### config.mk
export PLATFORM = sky130hd
export DESIGN_NAME = imem_load_ctrl
export DESIGN_NICKNAME = d
export VERILOG_FILES = /design/src/rtl/imem_load_ctrl.sv
export SDC_FILE = /design/constraint.sdc
export NUM_CORES = 1
export LEC_CHECK = 0
export CORE_UTILIZATION = 33
export DETAILED_ROUTE_END_ITERATION = 16
export GPL_TIMING_DRIVEN = 0
export HOLD_SLACK_MARGIN = 0.15
export PLACE_DENSITY = 0.86
export SLEW_MARGIN = 20
export SYNTH_ARGS = -nofsm -noshare
export SYNTH_HDL_FRONTEND = slang
export SYNTH_SLANG_ARGS = --single-unit
export TNS_END_PERCENT = 1
### constraint.sdc
create_clock -name clk -period 4.45 [get_ports clk]
set_input_delay 0.6675 -clock clk [delete_from_list [all_inputs] [get_ports clk]]
set_output_delay 0.6675 -clock clk [all_outputs]
set_load 0.05 [all_outputs]
### src/rtl/imem_load_ctrl.sv
// Instruction-RAM owner: boots the core by streaming a program image into the
// single-port RAM, then serves fetches with a fixed one-cycle read latency.
module imem_load_ctrl #(
  parameter int                 ADDR_W   = 8,
  parameter int                 DATA_W   = 32,
  parameter logic [DATA_W-1:0]  NOP_WORD = 32'h0000_0013
) (
  input  logic              clk,
  input  logic              rst_n,
  input  logic              load_start,
  input  logic [ADDR_W:0]   load_len,
  input  logic              load_valid,
  input  logic [DATA_W-1:0] load_data,
  output logic              load_ready,
  output logic              load_done,
  output logic              load_err,
  output logic              cpu_hold,
  input  logic              fetch_req,
  input  logic [31:0]       fetch_addr,
  output logic              fetch_valid,
  output logic [DATA_W-1:0] fetch_data,
  output logic              fetch_fault,
  output logic              mem_we,
  output logic [ADDR_W-1:0] mem_addr,
  output logic [DATA_W-1:0] mem_wdata,
  input  logic [DATA_W-1:0] mem_rdata
);

  typedef enum logic [1:0] {
    ST_IDLE = 2'd0,
    ST_LOAD = 2'd1,
    ST_RUN  = 2'd2
  } state_t;

  localparam logic [ADDR_W:0] DEPTH   = {1'b1, {ADDR_W{1'b0}}};
  localparam logic [ADDR_W:0] CNT_ONE = {{ADDR_W{1'b0}}, 1'b1};

  state_t          state_q;
  logic [ADDR_W:0] cnt_q;
  logic [ADDR_W:0] len_q;
  logic            load_ready_q;
  logic            load_done_q;
  logic            load_err_q;
  logic            cpu_hold_q;
  logic            fvalid_q;
  logic            ffault_q;

  logic            len_legal_s;
  logic            start_ok_s;
  logic            start_bad_s;
  logic            xfer_s;
  logic            last_s;
  logic            fetch_acc_s;
  logic            fetch_bad_s;

  // load_start is ignored while a load is already in progress
  assign len_legal_s = (load_len != {(ADDR_W+1){1'b0}}) && (load_len <= DEPTH);
  assign start_ok_s  = load_start && len_legal_s  && (state_q != ST_LOAD);
  assign start_bad_s = load_start && !len_legal_s && (state_q != ST_LOAD);

  assign xfer_s = (state_q == ST_LOAD) && load_valid && load_ready_q;
  assign last_s = xfer_s && (cnt_q == (len_q - CNT_ONE));

  // A legal load_start in RUN takes the RAM port, so a same-cycle fetch is dropped
  assign fetch_acc_s = (state_q == ST_RUN) && fetch_req && !start_ok_s;
  assign fetch_bad_s = (fetch_addr[1:0] != 2'b00) ||
                       (fetch_addr[31:ADDR_W+2] != {(30-ADDR_W){1'b0}});

  // Boot sequencer, load-side handshake and fetch response tracking
  always_ff @(posedge clk or negedge rst_n) begin
    if (!rst_n) begin
      state_q      <= ST_IDLE;
      cnt_q        <= {(ADDR_W+1){1'b0}};
      len_q        <= {(ADDR_W+1){1'b0}};
      load_ready_q <= 1'b0;
      load_done_q  <= 1'b0;
      load_err_q   <= 1'b0;
      cpu_hold_q   <= 1'b1;
      fvalid_q     <= 1'b0;
      ffault_q     <= 1'b0;
    end else begin
      load_done_q <= 1'b0;
      fvalid_q    <= fetch_acc_s;
      ffault_q    <= fetch_acc_s && fetch_bad_s;

      if (start_bad_s) begin
        load_err_q <= 1'b1;
      end else if (start_ok_s) begin
        load_err_q <= 1'b0;
      end else begin
        load_err_q <= load_err_q;
      end

      case (state_q)
        ST_IDLE, ST_RUN: begin
          if (start_ok_s) begin
            state_q      <= ST_LOAD;
            len_q        <= load_len;
            cnt_q        <= {(ADDR_W+1){1'b0}};
            load_ready_q <= 1'b1;
            cpu_hold_q   <= 1'b1;
          end
        end
        ST_LOAD: begin
          if (xfer_s) begin
            cnt_q <= cnt_q + CNT_ONE;
            if (last_s) begin
              state_q      <= ST_RUN;
              load_ready_q <= 1'b0;
              load_done_q  <= 1'b1;
              cpu_hold_q   <= 1'b0;
            end
          end
        end
        default: begin
          state_q      <= ST_IDLE;
          load_ready_q <= 1'b0;
          cpu_hold_q   <= 1'b1;
        end
      endcase
    end
  end

  // RAM port: writes only during LOAD, reads only for accepted fetches
  assign mem_we    = xfer_s;
  assign mem_addr  = (state_q == ST_LOAD) ? cnt_q[ADDR_W-1:0] :
                     fetch_acc_s          ? fetch_addr[ADDR_W+1:2] :
                                            {ADDR_W{1'b0}};
  assign mem_wdata = (state_q == ST_LOAD) ? load_data : {DATA_W{1'b0}};

  // RAM data arrives the cycle after the address, so the response mux sits after it
  assign fetch_data  = !fvalid_q ? {DATA_W{1'b0}} :
                       ffault_q  ? NOP_WORD       : mem_rdata;
  assign fetch_valid = fvalid_q;
  assign fetch_fault = ffault_q;
  assign load_ready  = load_ready_q;
  assign load_done   = load_done_q;
  assign load_err    = load_err_q;
  assign cpu_hold    = cpu_hold_q;

endmodule

; ---- Word level (Yosys, flattened, before mapping)
; Cells that the tools add are included.
; W data, S select, Z words.
[op_classes]
n_addsub = 2
n_eq_ne = 7
muxes = 22
reduce_logical = 24
order_cmp = 1
[op_table]
columns = op, n
row1 = $mux W32, 3
row2 = $reduce_bool A22 Y1, 1
row3 = $mux W9, 2
row4 = $pmux W9 S2, 1
row5 = $mux W8, 2
row6 = $logic_and A1 B1 Y1, 11
row7 = $add A9 B1 Y9 const B, 1
row8 = $eq A9 B9 Y1, 1
row9 = $le A9 B9 Y1 const B, 1
row10 = $reduce_bool A9 Y1, 1
row11 = $sub A9 B1 Y9 const B, 1
row12 = $mux W1, 8
row13 = $mux W2, 3
row14 = $ne A2 B2 Y1 const B, 3
row15 = $reduce_and A3 Y1, 2
row16 = $reduce_bool A2 Y1, 3
row17 = $pmux W1 S2, 2
row18 = $pmux W2 S2, 1
row19 = $eq A2 B1 Y1 const B, 1
row20 = $eq A2 B2 Y1 const B, 1
row21 = $logic_not A1 Y1, 2
row22 = $logic_not A2 Y1, 1
row23 = $ne A2 B1 Y1 const B, 1
row24 = $reduce_and A2 Y1, 1
row25 = other kinds (2), 2
[word_totals]
input_bits = 110
register_bits = 26
wordCells = 65

; ---- Longest topological paths before layout
[logic_depth]
word_depth = 8
depth_mapped = 7
depth_no_buf = 7

; ---- Least setup slack after synthesis
; OpenSTA, ideal clock, no wires.
[synth_path]
path_kind = in2out
startpoint = input load_len[1]
endpoint = output mem_addr[0]
t_arrival_ns = 2.092
cell_stages = 6
n_path_buf = 1
path_slack_ns = 1.691
required_time_ns = 3.783
path_cell_list = nor4_4 -> a211o_2 -> and3b_4 -> and3_4 -> buf_6 -> a22o_1
[synth_between]
elab_chain_len = 8
elab_cells_between_ends = 9
[synth_rtl]
columns = element, line
row1 = "start, declared", 11  ; input logic [ADDR_W:0] load_len,
row2 = $le A9 B9 Y1 / $reduce_bool A9 Y1 (equally long branches), 57  ; assign len_legal_s = (load_len != {(ADDR_W+1){1'b0}}) && (load_len <= DEPTH);
row3 = $logic_and A1 B1 Y1 (*), 57
row4 = $logic_and A1 B1 Y1 (*) (2 in a row), 58  ; assign start_ok_s = load_start && len_legal_s && (state_q != ST_LOAD);
row5 = $logic_not A1 Y1 (*), 65  ; assign fetch_acc_s = (state_q == ST_RUN) && fetch_req && !start_ok_s;
row6 = $logic_and A1 B1 Y1 (*), 65
row7 = named net fetch_acc_s, 53  ; logic fetch_acc_s;
row8 = $mux W8 (*), 127  ; fetch_acc_s ? fetch_addr[ADDR_W+1:2] :
row9 = $mux W8 (*), 126  ; assign mem_addr = (state_q == ST_LOAD) ? cnt_q[ADDR_W-1:0] :
row10 = "end, declared", 24  ; output logic [ADDR_W-1:0] mem_addr,
; Mark *: on every way through the listed nets, which the timed path passes. The rest lies on a longest branch.

; ---- Worst setup path after layout
[layout_path]
startpoint = input load_len[1]
endpoint = output mem_addr[3]
; Same word-level chain as after synthesis.

==> flow_metrics.tcl <==
set metrics [dict create \
    netlist_instances 231 \
    antenna_left 0 \
    grt_start_max_net_pins 26 \
    hold_path_class "input pin to asynchronous set/reset pin" \
    wire_length_of_the_first_global_routing_pass_um 11400 \
    cts.repair_timing.setup_buffer_count 0 \
    via_per_inst 4.79 \
    drive_above_1_share 0.0662 \
    cts-buffers-inserted 3 \
    top_level_ports 189 \
    clock_tree.buffer_depth 2 \
    floorplan.initialDensity 0.342 \
    worst_slew_margin_rel 0.628 \
    dr_total_vias 2385 \
    post_cts_resized 0 \
    num_rows 28 \
    grt_util_all_layers 0.233 \
    finalNetCount 536 \
    route.detailed.wl_per_inst_um 15.6 \
    pin_slew_with_the_least_headroom_to_its_limit_ns 0.556 \
    insertion_delay_ns 0.28 \
    flow.area_growth_from_synthesis_pct 99.6 \
    global_route.overflow_total 0 \
    port_buffers 188 \
    layout_commonest_cell "sky130_fd_sc_hd__clkdlybuf4s50_1" \
    fp.dieArea_um2 6460 \
    final-hold-violation-count 0 \
    clock_skew_ns 0.00893 \
    dpl_cell_area_um2 4000 \
    insertedDiodeCount 0 \
    detailed_place_hpwl_um 6800 \
    worstPathCellList "clkdlybuf4s50_1 -> nor4_4 -> a211o_2 -> and3b_4 -> and3_4 -> buf_6 -> a22o_1 -> clkdlybuf4s50_1" \
    finalWirelength_um 7770 \
    final.setup.tns_ns 0 \
    clock-root-buffer "sky130_fd_sc_hd__clkbuf_8" \
    holdBufCountCts 0 \
    core_area_um2 5920 \
    power.static_leakage_uw 0.00161 \
    worst-setup-path-type "input pin to primary output" \
    design_power_total_uw 1760 \
    cts_sinks 25 \
    post_synth.cell_area_avg_um2 8.77 \
    critPathSlowestCell "sky130_fd_sc_hd__clkdlybuf4s50_1" \
    via_count_of_the_first_global_routing_pass 2270 \
    period_minus_slack_ns 3.95 \
    power_per_cell_area_nw_per_um2 435 \
    detail_route.iter0.violations 64 \
    worstSetupEndpointType "primary output" \
    multi_input_comb_area_um2 1310 \
    chipHeight_um 80.4 \
    timing.critical_path.max_delay_family "buffers and inverters" \
    synthesis.yosys.warnings 0 \
    power.ir.vdd_worst_uv 334 \
    slew_viol_final 0 \
    drt_pass1_iterations 4 \
    layout.cells.most_common_list "sky130_fd_sc_hd__clkdlybuf4s50_1 (187), sky130_fd_sc_hd__and2_1 (62), sky130_fd_sc_hd__dfrtp_1 (24)" \
    mapped_area_um2 2030 \
    top_cell_by_count_worst_path "sky130_fd_sc_hd__clkdlybuf4s50_1" \
    n_fill_cell 501 \
    max_clock_freq_ghz 0.253 \
    drv.max_cap_violation_count 0 \
    cp_slowest_stage_delay_ns 0.83 \
    critical_path_startpoint_category "input pin" \
    die_width_um 80.4 \
    final_cell_area_um2 4040 \
    grtUsageMet1 0.265 \
    cts.reportedPaths.clkPinSlew_ns 0.09 \
    critical_path_buf_inv_count 3 \
    syn-num-nets 343 \
    yosys_register_bits 25 \
    clock_tree_from_tritoncts "yes" \
    antenna_violations_before_repair 0 \
    globalplace.congestion 0.867 \
    period_utilization_post_route 0.887 \
    critical_path.max_fanout 10 \
    critPathArrivalTime_ns 3.28 \
    rsz0062_at_grt "false" \
    globalRouteMet2Util 0.439 \
    synth.distinct_cells 48 \
    synth_sequential_area_ratio 0.309 \
    grt-busiest-layer "met2" \
    depth_of_the_cts_h_tree 1 \
    drc_errors 0 \
    finish_stage_setup_viols 0 \
    register_area_um2 627 \
    outcome "finished, final reports clean" \
    worstPathRequired_ns 3.78 \
    grt_use_met3 0.0455 \
]
[registers in the layout, indices dropped and copies added (netlist names)]
register,cells
fetch_fault,1
fetch_valid,1
load_err,1
len_q,9
load_ready,1
cpu_hold,1
state_q,1
cnt_q,9
load_done,1
[layout make-up]
class                           count  share of cell area
Sequential cell                    25               0.155
Tap cell                           75              0.0232
Multi-Input combinational cell    187               0.324
Buffer                             13              0.0164
Inverter                            6             0.00557
Timing Repair Buffer              188               0.464
Clock buffer                        3              0.0102
Clock inverter                      1             0.00124
[worst paths after layout]
kind	from	endpoint	slack (ns)	depth (start not counted)
min reg2reg	load_err$_DFFE_PN0P_	load_err$_DFFE_PN0P_	0.53	2
min	rst_n	load_err$_DFFE_PN0P_	0.36	1
max in group asynchronous	rst_n	cnt_q[0]$_DFFE_PN0P_	3.70	1
min in group clk	load_err$_DFFE_PN0P_	load_err$_DFFE_PN0P_	0.53	2
max	load_len[1]	mem_addr[3]	0.50	8
max reg2reg	len_q[2]$_DFFE_PN0P_	state_q[1]$_DFFE_PN0P_	2.58	5
[logic make-up after synthesis]
group | count (synthesis) | synth area share
compound gates | 34 | 0.132
xor+xnor | 15 | 0.0649
fa+ha+maj | 2 | 0.0124
buf+inv | 19 | 0.0439
flops | 25 | 0.309
mux | 7 | 0.0389
simple gates | 129 | 0.399
[synthesized netlist by cell type, drive strengths merged]
cell    number  area [um^2]
a211o        1         10.0
a211oi       1         7.51
a21boi       1         7.51
a21oi        1         16.3
a221oi       1         8.76
a22o         8         70.1
a22oi        1         7.51
a31o         1         8.76
a31oi        3         18.8
a32o         1         10.0
a32oi        1         8.76
and2        62          388
and3         5         36.3
and3b        4         38.8
and4         1         8.76
buf          4         32.5
clkbuf       9         33.8
dfrtp       24          601
dfstp        1         26.3
ha           2         25.0
inv          6         22.5
mux2         7         78.8
nand2       12         45.0
nand2b       2         12.5
nand3        2         10.0
nand4        5         37.5
nand4b       1         8.76
nor2        14         52.6
nor2b        6         37.5
nor3         2         10.0
nor4         9         86.3
nor4b        2         23.8
o21a         4         30.0
o21ai        6         30.0
o21ba        1         10.0
o22ai        1         6.26
o311ai       1         8.76
o31ai        1         7.51
or2          1         6.26
or3          1         6.26
xnor2        5         43.8
xor2        10         87.6
[metrics by stage]
step	setup WS [ns]	utilization	hold WS, ns	instances
floorplan	1.69	-	0.372	231
global placement	0.535	0.676	0.499	494
detailed placement	0.481	0.676	0.513	494
CTS	0.476	0.684	0.534	498
global route	0.392	0.683	0.405	498
finish	0.501	0.683	0.364	498
[per-layer routing]
metal | vias up | routed length [um]
met4 | 0 | 131
met3 | 12 | 517
met1 | 1115 | 3030
li1 | 1180 | -
met2 | 78 | 4090
met5 | - | 0
[power by group]
group	switching [uW]	leakage [uW]	internal, uW
clock	73.4	0.0000255	62.8
combinational	718	0.00127	499
sequential	102	0.000316	302
total	893	0.00161	864
[worst reg2reg max path, cell delays in order, from the launching register on]
cell                       delay (ns)
sky130_fd_sc_hd__dfrtp_1         0.47
sky130_fd_sc_hd__nor4_1          0.46
sky130_fd_sc_hd__a221oi_1        0.16
sky130_fd_sc_hd__a211oi_1        0.28
sky130_fd_sc_hd__nand2_1         0.16
sky130_fd_sc_hd__a32o_1          0.24
Note: power is estimated with default switching activity, not from simulation.
